**src/rtl/ram_bank_arbiter_if.sv**
```systemverilog
// Requester and RAM-side signals of ram_bank_arbiter grouped into one bundle.
// master = requesters plus RAM (environment side), slave = the arbiter.
interface ram_bank_arbiter_if #(
    parameter int NREQ = 2,
    parameter int AW   = 8,
    parameter int DW   = 8,
    parameter int BW   = 2
);
    logic [NREQ-1:0]    req;
    logic [NREQ-1:0]    wr;
    logic [NREQ*AW-1:0] addr;
    logic [NREQ*DW-1:0] wdata;
    logic [NREQ*BW-1:0] bank;
    logic [NREQ-1:0]    ack;
    logic [DW-1:0]      rdata;
    logic               busy;
    logic [AW-1:0]      Address;
    logic [DW-1:0]      Data;
    logic               WE;
    logic               RE;
    logic               SB;
    logic [DW-1:0]      datao;

    modport master (
        output req, wr, addr, wdata, bank, datao,
        input  ack, rdata, busy, Address, Data, WE, RE, SB
    );

    modport slave (
        input  req, wr, addr, wdata, bank, datao,
        output ack, rdata, busy, Address, Data, WE, RE, SB
    );
endinterface

```
**src/rtl/ram_bank_arbiter.sv**
```systemverilog
// Round-robin arbiter sharing one banked RAM, inserting SetBank before accesses.
// Optional macro BANK_CACHE_EN: skip SetBank when the cached bank already matches.
module ram_bank_arbiter #(
    parameter int NREQ = 2,
    parameter int AW   = 8,
    parameter int DW   = 8,
    parameter int BW   = 2
) (
    input  logic              clk,
    input  logic              rst_n,
    ram_bank_arbiter_if.slave bus
);
    localparam int PW = (NREQ > 2) ? 2 : 1;

    typedef enum logic [2:0] {IDLE, BANK, BANK_W, ACC, ACC_W, DONE, RESP} state_t;

    state_t          r_state;
    state_t          w_next;
    logic [PW-1:0]   r_rrPtr;
    logic [PW-1:0]   r_grant;
    logic [PW-1:0]   w_grant;
    logic            w_found;
    logic            r_wr;
    logic [AW-1:0]   r_addr;
    logic [DW-1:0]   r_wdata;
    logic [BW-1:0]   r_bank;
    logic [AW-1:0]   r_address;
    logic [DW-1:0]   r_data;
    logic [DW-1:0]   r_rdata;
    logic            w_needSb;
    logic            w_reqWr;
    logic [AW-1:0]   w_reqAddr;
    logic [DW-1:0]   w_reqWdata;
    logic [BW-1:0]   w_reqBank;
    logic [AW-1:0]   w_accAddr;
    logic [DW-1:0]   w_accData;

    // First requesting index at or after the round-robin pointer wins.
    always_comb begin
        w_found = 1'b0;
        w_grant = r_rrPtr;
        for (int k = 0; k < NREQ; k++) begin
            if (!w_found && bus.req[(int'(r_rrPtr) + k) % NREQ]) begin
                w_found = 1'b1;
                w_grant = PW'((int'(r_rrPtr) + k) % NREQ);
            end
        end
    end

    assign w_reqWr    = bus.wr[w_grant];
    assign w_reqAddr  = bus.addr[int'(w_grant)*AW +: AW];
    assign w_reqWdata = bus.wdata[int'(w_grant)*DW +: DW];
    assign w_reqBank  = bus.bank[int'(w_grant)*BW +: BW];

    // Going straight from IDLE to ACC, the latches are not loaded yet.
    assign w_accAddr = (r_state == IDLE) ? w_reqAddr  : r_addr;
    assign w_accData = (r_state == IDLE) ? w_reqWdata : r_wdata;

`ifdef BANK_CACHE_EN
    logic [BW-1:0] r_curBank;
    logic          r_bankValid;

    // The RAM's bank register survives reset, so the cache starts invalid.
    always_ff @(posedge clk) begin
        if (!rst_n) begin
            r_curBank   <= '0;
            r_bankValid <= 1'b0;
        end else if (r_state == BANK) begin
            r_curBank   <= r_bank;
            r_bankValid <= 1'b1;
        end
    end

    assign w_needSb = !r_bankValid || (w_reqBank != r_curBank);
`else
    assign w_needSb = 1'b1;
`endif

    always_ff @(posedge clk) begin
        if (!rst_n) r_state <= IDLE;
        else        r_state <= w_next;
    end

    always_comb begin
        w_next = r_state;
        unique case (r_state)
            IDLE:    if (w_found) w_next = w_needSb ? BANK : ACC;
            BANK:    w_next = BANK_W;
            BANK_W:  w_next = ACC;
            ACC:     w_next = ACC_W;
            ACC_W:   w_next = DONE;
            DONE:    w_next = RESP;
            RESP:    w_next = IDLE;
            default: w_next = IDLE;
        endcase
    end

    always_comb begin
        bus.WE   = 1'b0;
        bus.RE   = 1'b0;
        bus.SB   = 1'b0;
        bus.ack  = '0;
        bus.busy = (r_state != IDLE);
        case (r_state)
            BANK: bus.SB = 1'b1;
            ACC: begin
                bus.WE = r_wr;
                bus.RE = !r_wr;
            end
            RESP:    bus.ack[r_grant] = 1'b1;
            default: ;
        endcase
    end

    // Address/Data are loaded on entry to BANK/ACC so they are valid with the strobe.
    always_ff @(posedge clk) begin
        if (!rst_n) begin
            r_rrPtr   <= '0;
            r_grant   <= '0;
            r_wr      <= 1'b0;
            r_addr    <= '0;
            r_wdata   <= '0;
            r_bank    <= '0;
            r_address <= '0;
            r_data    <= '0;
            r_rdata   <= '0;
        end else begin
            if (r_state == IDLE && w_found) begin
                r_grant <= w_grant;
                r_rrPtr <= PW'((int'(w_grant) + 1) % NREQ);
                r_wr    <= w_reqWr;
                r_addr  <= w_reqAddr;
                r_wdata <= w_reqWdata;
                r_bank  <= w_reqBank;
            end
            if (w_next == BANK) begin
                r_data <= DW'(w_reqBank);
            end
            if (w_next == ACC) begin
                r_address <= w_accAddr;
                r_data    <= w_accData;
            end
            if (r_state == DONE && !r_wr) begin
                r_rdata <= bus.datao;
            end
        end
    end

    assign bus.Address = r_address;
    assign bus.Data    = r_data;
    assign bus.rdata   = r_rdata;

endmodule

```
**src/flat_wrapper.sv**
```systemverilog
// flat-port wrapper written by rule: the top's interface ports become plain ports
module ram_bank_arbiter_flat 
#(
    parameter int NREQ = 2,
    parameter int AW   = 8,
    parameter int DW   = 8,
    parameter int BW   = 2
)
  (clk, rst_n, bus_req, bus_wr, bus_addr, bus_wdata, bus_bank, bus_datao, bus_ack, bus_rdata, bus_busy, bus_Address, bus_Data, bus_WE, bus_RE, bus_SB);
  ram_bank_arbiter_if #(.NREQ(NREQ), .AW(AW), .DW(DW), .BW(BW)) bus_i ();
  input  logic clk;
  input  logic rst_n;
  input wire logic [$bits(bus_i.req)-1:0] bus_req;
  input wire logic [$bits(bus_i.wr)-1:0] bus_wr;
  input wire logic [$bits(bus_i.addr)-1:0] bus_addr;
  input wire logic [$bits(bus_i.wdata)-1:0] bus_wdata;
  input wire logic [$bits(bus_i.bank)-1:0] bus_bank;
  input wire logic [$bits(bus_i.datao)-1:0] bus_datao;
  output wire logic [$bits(bus_i.ack)-1:0] bus_ack;
  output wire logic [$bits(bus_i.rdata)-1:0] bus_rdata;
  output wire logic [$bits(bus_i.busy)-1:0] bus_busy;
  output wire logic [$bits(bus_i.Address)-1:0] bus_Address;
  output wire logic [$bits(bus_i.Data)-1:0] bus_Data;
  output wire logic [$bits(bus_i.WE)-1:0] bus_WE;
  output wire logic [$bits(bus_i.RE)-1:0] bus_RE;
  output wire logic [$bits(bus_i.SB)-1:0] bus_SB;
  assign bus_i.req = bus_req;
  assign bus_i.wr = bus_wr;
  assign bus_i.addr = bus_addr;
  assign bus_i.wdata = bus_wdata;
  assign bus_i.bank = bus_bank;
  assign bus_i.datao = bus_datao;
  assign bus_ack = bus_i.ack;
  assign bus_rdata = bus_i.rdata;
  assign bus_busy = bus_i.busy;
  assign bus_Address = bus_i.Address;
  assign bus_Data = bus_i.Data;
  assign bus_WE = bus_i.WE;
  assign bus_RE = bus_i.RE;
  assign bus_SB = bus_i.SB;
  ram_bank_arbiter #(.NREQ(NREQ), .AW(AW), .DW(DW), .BW(BW)) u_core (.clk(clk), .rst_n(rst_n), .bus(bus_i));
endmodule
```
**config.mk**
```make
export PLATFORM = sky130hd
export DESIGN_NAME = ram_bank_arbiter_flat
export DESIGN_NICKNAME = d
export VERILOG_FILES = /design/src/rtl/ram_bank_arbiter_if.sv /design/src/rtl/ram_bank_arbiter.sv /design/src/flat_wrapper.sv
export SDC_FILE = /design/constraint.sdc
export NUM_CORES = 1
export LEC_CHECK = 0
export CAP_MARGIN = 10
export CORE_ASPECT_RATIO = 0.9
export CORE_MARGIN = 3
export CORE_UTILIZATION = 39
export CTS_BUF_LIST = sky130_fd_sc_hd__clkbuf_16
export DETAILED_ROUTE_END_ITERATION = 6
export GPL_TIMING_DRIVEN = 0
export PLACE_DENSITY = 0.76
export SLEW_MARGIN = 40
export SYNTH_ARGS = -nofsm -noshare
export SYNTH_HDL_FRONTEND = slang
export SYNTH_SLANG_ARGS = --single-unit
```
**constraint.sdc**
```tcl
create_clock -name clk -period 1.4 [get_ports clk]
set_clock_uncertainty 0.05 [all_clocks]
set_input_delay 0.28 -clock clk [delete_from_list [all_inputs] [get_ports clk]]
set_output_delay 0.28 -clock clk [all_outputs]
set_load 0.005 [all_outputs]
```
# Yosys cells after proc, flatten, opt, wreduce, memory -nomap -nowiden
# Index checks and enable logic that the tools add are counted.
classes:
  addsub: 2
  multipliers: 0
  n_div: 0
  order_cmp: 5
  eq_ne: 8
  n_shift: 3
  muxes: 22
  bitwise_logic: 1
  n_reduce_logical: 9
op_table:
  columns: ["cell", "n"]
  rows:
  - ["$mux 8", 4]
  - ["$shiftx 16x5->8", 2]
  - ["$pmux 3 s6", 1]
  - ["$mux 1", 14]
  - ["$eq 3x2->1 const B", 3]
  - ["$eq 3x3->1 const B", 3]
  - ["$eq 3x1->1 const B", 2]
  - ["$lt 1x2->1 const B", 3]
  - ["$logic_and 1x1->1", 4]
  - ["$shiftx 4x3->2", 1]
  - ["$logic_not 3->1", 1]
  - ["$lt 2x3->1 const B", 1]
  - ["$mux 3", 1]
  - ["$reduce_bool 3->1", 1]
  - ["$add 1x1->1 const B", 2]
  - ["$logic_not 1->1", 2]
  - ["$mux 2", 1]
  - ["$reduce_bool 2->1", 1]
  - ["$and 1x1->1 const A", 1]
  - ["$demux 1 s1", 1]
  - ["$ge 1x1->1 const B", 1]
word_totals:
  regBits: 46
  latch_bits: 0
  mem_bits_rw: 0
  romBits: 0
  output_inout_bits: 30
  mem_count: 0

# Logic depth before layout (Yosys ltp)
# Gate-level depths: netlist of the first run.
logic_depth:
  depth_word: 12
  mapped_depth: 7
  mapped_depth_nobuf: 5

# Worst setup path after synthesis of the first run
# OpenSTA, ideal clock, no wires.
synth_path:
  kind: "register -> register"
  from: "register u_core.r_state[1]"
  to: "register u_core.r_rdata[0], in the netlist u_core.bus.rdata[0]"
  setup_ps: 116
  arrival_ps: 1235
  setup_slack_ps: -1
  path_stages_with_launch: 7
  path_buffers: 2
  synth_period_minus_slack_ps: 1401
  cell_sequence: "dfxtp_1 > buf_2 > nand2b_1 > nor3b_1 > buf_4 > mux2i_1 > nor2b_1"
synth_between:
  elab_chain_cells: 2
synth_lines:
  columns: ["item", "line", "source"]
  rows:
  - ["start: declaration", "ram_bank_arbiter.sv:17", "state_t r_state;"]
  - ["start signal: assignment", "ram_bank_arbiter.sv:81", "else r_state <= w_next;"]
  - ["$eq 3x3->1", "ram_bank_arbiter.sv:143", "if (r_state == DONE && !r_wr) begin"]
  - ["$logic_and 1x1->1", "ram_bank_arbiter.sv:143", null]
  - ["end signal: assignment", "ram_bank_arbiter.sv:144", "r_rdata <= bus.datao;"]
  - ["end: declaration", "ram_bank_arbiter.sv:29", "logic [DW-1:0] r_rdata;"]
# Every way passes these cells.
# A chain may end at the register's enable or synchronous reset.

# Worst setup path in the final report of the first run
layout_path:
  from: "register u_core.r_state[1]"
  to: "register u_core.r_wdata[7]"
layout_between:
  elab_chain_cells: 2
layout_lines:
  columns: ["item", "line", "source"]
  rows:
  - ["$logic_not 3->1", "ram_bank_arbiter.sv:128", "if (r_state == IDLE && w_found) begin"]
  - ["$logic_and 1x1->1", "ram_bank_arbiter.sv:128", null]
  - ["end signal: assignment", "ram_bank_arbiter.sv:133", "r_wdata <= w_reqWdata;"]
  - ["end: declaration", "ram_bank_arbiter.sv:25", "logic [DW-1:0] r_wdata;"]
# Every way passes these cells.

==> results.yml, run 1 <==
sta:
  final_hold_viol_count: 0
  worst_pin_slew_ns: 0.499
  max_freq_mhz: 623
  drv_slew: 0
  layout_setup_ws_ns: -0.204
  fin_crit_ns: 1.60
  rsz0062_at_grt: "true"
  setup_tns_ns: -3.72
  period_share: 1.15
  setup_viol: 29
  maxSlewHeadroom: 0.667
logic_synthesis:
  syn_nets: 285
  ys_ff_latch: 46
  synth_top_area_frac: 0.453
  ys.warnings.count: 0
  yosys.area_share.simple: 0.234
  synthesis.instances: 235
  synthTopCellsByArea: "dfxtp_1 (45%), nand2_1 (9.6%), o21ai_0 (5.2%), a31oi_1 (4.9%), nor2b_1 (4.6%)"
  ys.flop_type: "dfxtp_1"
  synth_edf_count: 0
  yosysSeqAreaShare: 0.453
  synth.distinct_cells: 36
  synthArstFlopShare: 0
  synth_xor_area_frac: 0
  post_synth_mux_area_share: 0.0444
  yosys.area_share.adder: 0
  synth_compound_area_frac: 0.217
  syn_area_um2: 2030
  synth.avg_cell_area_um2: 8.64
  synth_top_area_cell: "dfxtp_1"
  synth_top_family_by_area: "simple AND/OR/NAND/NOR gates"
placement:
  place_ws_ns: -0.343
  io_buffers: 76
  place_area_um2: 2870
  dp.cells: 376
  hpwl_um: 3950
  gp_congestion: 0.832
power:
  p_leak_nw: 1.40
  ir_drop_uv: 674
  power_density_nw_per_um2: 1360
route:
  wl_per_cell_um: 16.3
  viasPerCell: 5.25
  routed_wl_um: 6670
  drc_errors: 0
  firstDrtPassIters: 4
  antenna_left: 0
  vias: 2147
  drt_iter0_drc: 151
job:
  drv_cap: 0
die:
  die_y_um: 74.5
  pin_count: 80
  fp.dieW_um: 82.1
  design.die.area_um2: 6110
  floorplan.initialDensity: 0.412
  core_um2: 4920
  std_cell_rows: 24
clock_network:
  htreeDepth: 2
  clockBufferDepth: 2
  cts_tree: "done"
  cts-root-buf: "clkbuf_16"
  clock_sinks: 46
  clock_latency_ns: 0.29
  numCtsBuffers: 5
  clk_pin_slew_ns: 0.06
  ctsHoldBuffers: 0
layout:
  postLayoutCoreUtil: 0.692
  multi_input_area_um2: 1130
  final_area_um2: 3410
  n_fill_cell: 384
  final_cell_mix: "nand2_1 (51), clkdlybuf4s50_1 (46), dfxtp_1 (41)"
  seq_area_um2: 932
  synthToLayoutAreaGrowth_pct: 67.8
  num_antenna_cells: 0
  layout_commonest_cell: "nand2_1"
  nNetsFinal: 393
  final_cells: 409
  drive_gt1_frac: 0.247
setup_path:
  slowest_delay_ns: 0.36
  cp-start-kind: "register"
  crit_top_cell: "buf_6"
  critical_path_class: "register to register"
  crit_chain: "buf_6 > nor3_4 > inv_2 > nor2_4 > buf_6 > o21ai_2 > a31oi_1"
  critPathCaptureType: "register"
  cp_slowest_cell: "dfxtp_4"
  crit_path_max_fanout: 6
  required_ns: 1.57
  cp_data_arrival_time_ns: 1.77
global_route:
  grt_max_degree: 16
  grt_overflow: 0
  grt_first_pass_wirelength_um: 9530
  grt_pass1_vias: 2048
  antenna_found_initial: 0
  track_usage: 0.205
min_path:
  worstHoldPathType: "input port to register"
outcome:
  violations: "setup timing"
  status: "finished with violations"
[per-stage QoR]
| step | power [mW] | hold WS, ns |
|---|---|---|
| after floorplan | 2.14 | 0.382 |
| final | 4.62 | 0.264 |
| after CTS | 4.38 | 0.260 |
| after detailed placement | 2.56 | 0.402 |
| after global routing | 4.79 | 0.330 |
| after global placement | 2.54 | 0.396 |
[cells in the mapped netlist, types with 2 or more instances]
library cell / number
o22ai_1: 2
nor2b_1: 15
a21oi_1: 7
or2b_1: 2
nor3_1: 4
dfxtp_1: 46
mux2i_1: 9
a21boi_0: 11
or4_1: 2
clkbuf_1: 5
buf_6: 2
and3_1: 2
o21ai_0: 21
nand2_1: 52
buf_2: 5
a31oi_1: 16
buf_4: 4
nor2_1: 5
a22oi_1: 6
nand2b_1: 3
[per-layer routing]
metal | vias up | track usage | wire length, um
li1 | 1029 | - | -
met1 | 1023 | 0.255 | 2830
met2 | 82 | 0.357 | 3350
met3 | 13 | 0.0545 | 382
met4 | 0 | 0.0443 | 112
met5 | - | 0 | 0
[state kept, by name, summed over array words and instances, names as in the netlist]
signal / flops
u_core.bus.Address: 8
u_core.bus.Data: 8
u_core.bus.rdata: 8
u_core.r_addr: 8
u_core.r_grant: 1
u_core.r_rrPtr: 1
u_core.r_state: 3
u_core.r_wdata: 8
u_core.r_wr: 1
[power by group]
part | internal, mW | total [mW] | switching (mW)
Clock | 1.03 | 1.54 | 0.518
Combinational | 0.775 | 1.47 | 0.690
Sequential | 1.48 | 1.61 | 0.129
[path summary, 6_finish.rpt]
kind,depth (start not counted),to,start,slack [ns]
worst max-delay path,7,u_core.r_wdata[7],u_core.r_state[1],-0.20
worst min-delay path,3,u_core.r_rrPtr,bus_req[0],0.26
worst max register to register,7,u_core.r_wdata[7],u_core.r_state[1],-0.20
worst min register to register,2,u_core.bus.Address[6],u_core.bus.Address[6],0.40
[worst max-delay path: cells and delay by family, from the launching register on]
kind,cells,cell delay (ns)
compound gates,2,0.24
buf+inv,3,0.41
flops,1,0.36
simple gates,2,0.46
[kinds of logic after synthesis]
| family | after synthesis |
|---|---|
| simple gates | 94 |
| compound gates | 68 |
| flops | 46 |
| buf+inv | 18 |
| mux | 9 |
[cell type report]
type,count,area share
Tap cell,65,0.0239
Multi-Input combinational cell,171,0.331
Buffer,16,0.0360
Clock inverter,3,0.0202
Clock buffer,5,0.0367
Sequential cell,46,0.273
Timing Repair Buffer,101,0.277
Inverter,2,0.00220
[repair_timing]
action | in CTS | in global routing
cloned | 1 | 1
pin swaps | 12 | 10
gates resized for setup | 93 | 29
buffers inserted | 15 | 8
setup endpoints to repair | 72 | 44
No activity file was read; power rests on OpenSTA's default activity.
==> run 2, diff against run 1 <==
RECOVER_POWER = 100   (was default)
==> results.yml, run 2 (synthesis gave the netlist of run 1 again) <==
outcome:
  status: "finished with violations"
  violations: "setup timing"
sta:
  layout_setup_ws_ns: -0.204
  fin_crit_ns: 1.60
  setup_viol: 29
  maxSlewHeadroom: 0.667
  period_share: 1.15
  final_hold_viol_count: 0
  rsz0062_at_grt: "true"
  drv_slew: 0
  max_freq_mhz: 623
  worst_pin_slew_ns: 0.499
die:
  fp.dieW_um: 82.1
  die_y_um: 74.5
  floorplan.initialDensity: 0.412
  pin_count: 80
  design.die.area_um2: 6110
  core_um2: 4920
  std_cell_rows: 24
setup_path:
  crit_path_max_fanout: 6
  critical_path_class: "register to register"
  r2r-end: "u_core.r_wdata[7]"
  worst-r2r-setup-slack_ns: -0.20
  critPathCaptureType: "register"
  r2r_start: "u_core.r_state[1]"
  reg2reg_depth: 7
  required_ns: 1.57
  cp_data_arrival_time_ns: 1.77
  cp-start-kind: "register"
layout:
  num_antenna_cells: 0
  layout_commonest_cell: "nand2_1"
  postLayoutCoreUtil: 0.692
  final_cell_mix: "nand2_1 (51), clkdlybuf4s50_1 (46), dfxtp_1 (42)"
  nNetsFinal: 393
  final_area_um2: 3410
  synthToLayoutAreaGrowth_pct: 67.8
  drive_gt1_frac: 0.244
route:
  drt_iter0_drc: 151
  routed_wl_um: 6670
  wl_met1_um: 2830
  vias: 2147
  viasPerCell: 5.25
  antenna_left: 0
  wl_per_cell_um: 16.3
  firstDrtPassIters: 4
  dr_wl_met2_um: 3350
  drc_errors: 0
  dr.max_layer_used: "met4"
  wl_met3_um: 382
global_route:
  grt_first_pass_wirelength_um: 9530
  grt_overflow: 0
  antenna_found_initial: 0
  track_usage: 0.205
  grt_max_degree: 16
  grt_pass1_vias: 2048
power:
  p_leak_nw: 1.40
  power_density_nw_per_um2: 1360
  ir_drop_uv: 674
min_path:
  whs_path_depth: 3
  min-delay-start: "bus_req[0]"
  worstHoldPathType: "input port to register"
  whs_endpoint: "u_core.r_rrPtr"
clock_network:
  ctsHoldBuffers: 0
  clock_sinks: 46
  clockBufferDepth: 2
  numCtsBuffers: 5
  clock_latency_ns: 0.29
  cts_tree: "done"
  htreeDepth: 2
  clk_pin_slew_ns: 0.06
  cts-root-buf: "clkbuf_16"
placement:
  place_area_um2: 2870
  gp_congestion: 0.832
  hpwl_um: 3950
  io_buffers: 76
  place_ws_ns: -0.343
job:
  drv_cap: 0
==> run 2: worst max path at each step <==
stage	startpoint	endpoint	slack (ns)	cells past startpoint
after floorplan	u_core.r_state[1]	u_core.bus.rdata[0]	0.02	6
after global placement	u_core.r_state[1]	bus_ack[0]	-0.34	3
after detailed placement	u_core.r_state[1]	bus_ack[0]	-0.34	3
after CTS	u_core.r_state[1]	bus_WE	-0.11	4
after global routing	u_core.r_state[1]	u_core.r_wdata[7]	-0.28	7
final	u_core.r_state[1]	u_core.r_wdata[7]	-0.20	7
==> run 2: timing repair <==
| item | in CTS | in global routing |
|---|---|---|
| gates cloned | 1 | 1 |
| setup endpoints to repair | 72 | 44 |
| pin swaps | 12 | 10 |
| gates resized for setup | 93 | 29 |
| buffers inserted | 15 | 8 |
==> run 2: per-layer routing <==
layer / vias up / track usage
li1: 1029 / -
met1: 1023 / 0.255
met2: 82 / 0.357
met3: 13 / 0.0545
met4: 0 / 0.0443
met5: - / 0
==> run 2: stage by stage <==
step	TNS, ns	hold WS [ns]	instances	power [mW]
2_1_floorplan	0	0.382	235	2.14
3_3_place_gp	-5.90	0.396	376	2.54
3_5_place_dp	-6.99	0.402	376	2.56
4_1_cts	-1.72	0.260	400	4.38
5_1_grt	-5.74	0.330	409	4.79
6_report	-3.72	0.264	409	4.62
==> run 2: area by class of cell <==
cell class	instances	area, um^2
Clock inverter	3	68.8
Sequential cell	46	931
Clock buffer	5	125
Multi-Input combinational cell	171	1130
Timing Repair Buffer	101	943
Fill cell	385	1520
Buffer	16	123
Tap cell	65	81.3
Inverter	2	7.51
==> run 2: report_power, final <==
part	switching [mW]	internal, mW	total [mW]
Combinational	0.690	0.775	1.47
Clock	0.518	1.03	1.54
Sequential	0.129	1.48	1.61
Total	1.34	3.28	4.62
==> run 2: worst max-delay path: stages (launching register included) <==
cell and delay [ns]:
dfxtp_4 0.36, buf_6 0.12, nor3_4 0.20, inv_2 0.10, nor2_4 0.26, buf_6 0.19
o21ai_2 0.07, a31oi_1 0.17
==> run 3, diff against run 2 <==
CORE_ASPECT_RATIO = 1.4   (was 0.9)
CORE_UTILIZATION = 59   (was 39)
CTS_BUF_LIST = sky130_fd_sc_hd__clkbuf_4   (was sky130_fd_sc_hd__clkbuf_16)
DONT_BUFFER_PORTS = 1   (was default)
PLACE_DENSITY = 0.78   (was 0.76)
==> results.yml, run 3 (synthesis gave the netlist of run 1 again) <==
setup_path:
  crit_chain: "buf_6 > nor3_4 > inv_2 > nor2_4 > buf_6 > o21ai_1 > a31oi_1"
  worst-r2r-setup-slack_ns: -0.13
  reg2reg_depth: 7
  required_ns: 1.65
  critPathCaptureType: "register"
  cp_top_family: "simple AND/OR/NAND/NOR gates"
  critical_path_class: "register to register"
  cp_slowest_cell: "dfxtp_2"
  r2r_start: "u_core.r_state[1]"
  r2r-end: "u_core.r_wdata[6]"
  crit_top_cell: "buf_6"
  slowest_delay_ns: 0.35
  cp_num_cells: 7
  cp_data_arrival_time_ns: 1.78
  cp-start-kind: "register"
  path_buf_inv: 3
  crit_path_max_fanout: 7
power:
  p_leak_nw: 0.962
  ir_drop_uv: 967
  power_density_nw_per_um2: 1270
route:
  dr.max_layer_used: "met4"
  routed_wl_um: 5590
  viasPerCell: 6.04
  drt_iter0_drc: 83
  wl_met1_um: 2060
  firstDrtPassIters: 4
  antenna_left: 0
  dr_wl_met2_um: 3020
  wl_per_cell_um: 17.5
  vias: 1933
  wl_met3_um: 443
  drc_errors: 0
clock_network:
  clock_sinks: 46
  clk_pin_slew_ns: 0.14
  cts_tree: "done"
  clock_latency_ns: 0.37
  htreeDepth: 2
  clockBufferDepth: 2
  numCtsBuffers: 5
  cts-root-buf: "clkbuf_4"
layout:
  multi_input_area_um2: 1080
  n_fill_cell: 206
  nNetsFinal: 330
  seq_area_um2: 931
  postLayoutCoreUtil: 0.811
  synthToLayoutAreaGrowth_pct: 28.3
  final_cell_mix: "nand2_1 (51), dfxtp_1 (42), dlygate4sd3_1 (22)"
  num_antenna_cells: 0
  layout_commonest_cell: "nand2_1"
  final_cells: 320
  drive_gt1_frac: 0.217
sta:
  setup_viol: 29
  rsz0062_at_grt: "true"
  period_share: 1.10
  final_hold_viol_count: 0
  layout_setup_ws_ns: -0.135
  maxSlewHeadroom: 0.702
  drv_slew: 0
  fin_crit_ns: 1.53
  max_freq_mhz: 652
  worst_pin_slew_ns: 0.446
placement:
  dp.cells: 274
  io_buffers: 0
  gp_congestion: 0.801
  hpwl_um: 3260
die:
  pin_count: 80
  core_um2: 3210
  die_y_um: 75.4
  std_cell_rows: 24
  floorplan.initialDensity: 0.632
  fp.dieW_um: 55.6
  design.die.area_um2: 4190
outcome:
  status: "finished with violations"
  violations: "setup timing"
global_route:
  antenna_found_initial: 0
  grt_first_pass_wirelength_um: 8160
  grt_max_degree: 15
  grt_pass1_vias: 1767
  grt_overflow: 0
  track_usage: 0.250
min_path:
  worstHoldPathType: "input port to register"
  whs_endpoint: "u_core.r_wdata[2]"
  whs_path_depth: 2
  min-delay-start: "bus_wdata[2]"
job:
  drv_cap: 0
run 3: what timing repair did:
item,in CTS,in global routing
setup endpoints to repair,48,49
gates resized for setup,21,34
cloned,1,2
hold buffers,20,2
buffers inserted,5,9
hold endpoints to repair,11,1
pin swaps,4,12
run 3: stage by stage:
| step | setup WS (ns) | cell area (um^2) | total power, mW | setup TNS (ns) | hold slack [ns] |
|---|---|---|---|---|---|
| detailed placement | -0.193 | 2080 | 2.31 | -5.24 | 0.391 |
| CTS | -0.115 | 2450 | 3.08 | -1.74 | 0.00000105 |
| floorplan | 0.0159 | 2030 | 2.14 | 0 | 0.382 |
| finish | -0.135 | 2610 | 3.32 | -2.10 | 0.00492 |
| global placement | -0.153 | 2080 | 2.30 | -4.41 | 0.386 |
| global route | -0.228 | 2610 | 3.47 | -5.45 | 0.00512 |
run 3: area by class of cell:
class / count / share of cell area
multi-input cells: 171 / 0.416
plain buffers: 15 / 0.0437
repair buffers: 39 / 0.141
clock buffers: 5 / 0.0144
well taps: 39 / 0.0187
flip-flops and latches: 46 / 0.357
clock inverters: 3 / 0.00624
inverters: 2 / 0.00288
run 3: metal layers:
metal | track usage | vias to the layer above
li1 | - | 906
met1 | 0.275 | 919
met2 | 0.461 | 96
met3 | 0.0729 | 12
met4 | 0.0946 | 0
met5 | 0 | -
run 3: power breakdown:
| group | switching, mW | internal, mW |
|---|---|---|
| sequential | 0.143 | 1.48 |
| clock | 0.444 | 0.188 |
| combinational | 0.546 | 0.516 |
| total | 1.13 | 2.18 |
run 3: worst max-delay path by stage:
stage,start,to
final,u_core.r_state[1],u_core.r_wdata[6]
after global routing,u_core.r_state[1],u_core.r_addr[3]
after CTS,u_core.r_state[1],bus_RE
after detailed placement,u_core.r_state[0],u_core.r_wdata[5]
after global placement,bus_req[1],u_core.r_wdata[7]
after floorplan,u_core.r_state[1],u_core.bus.rdata[0]
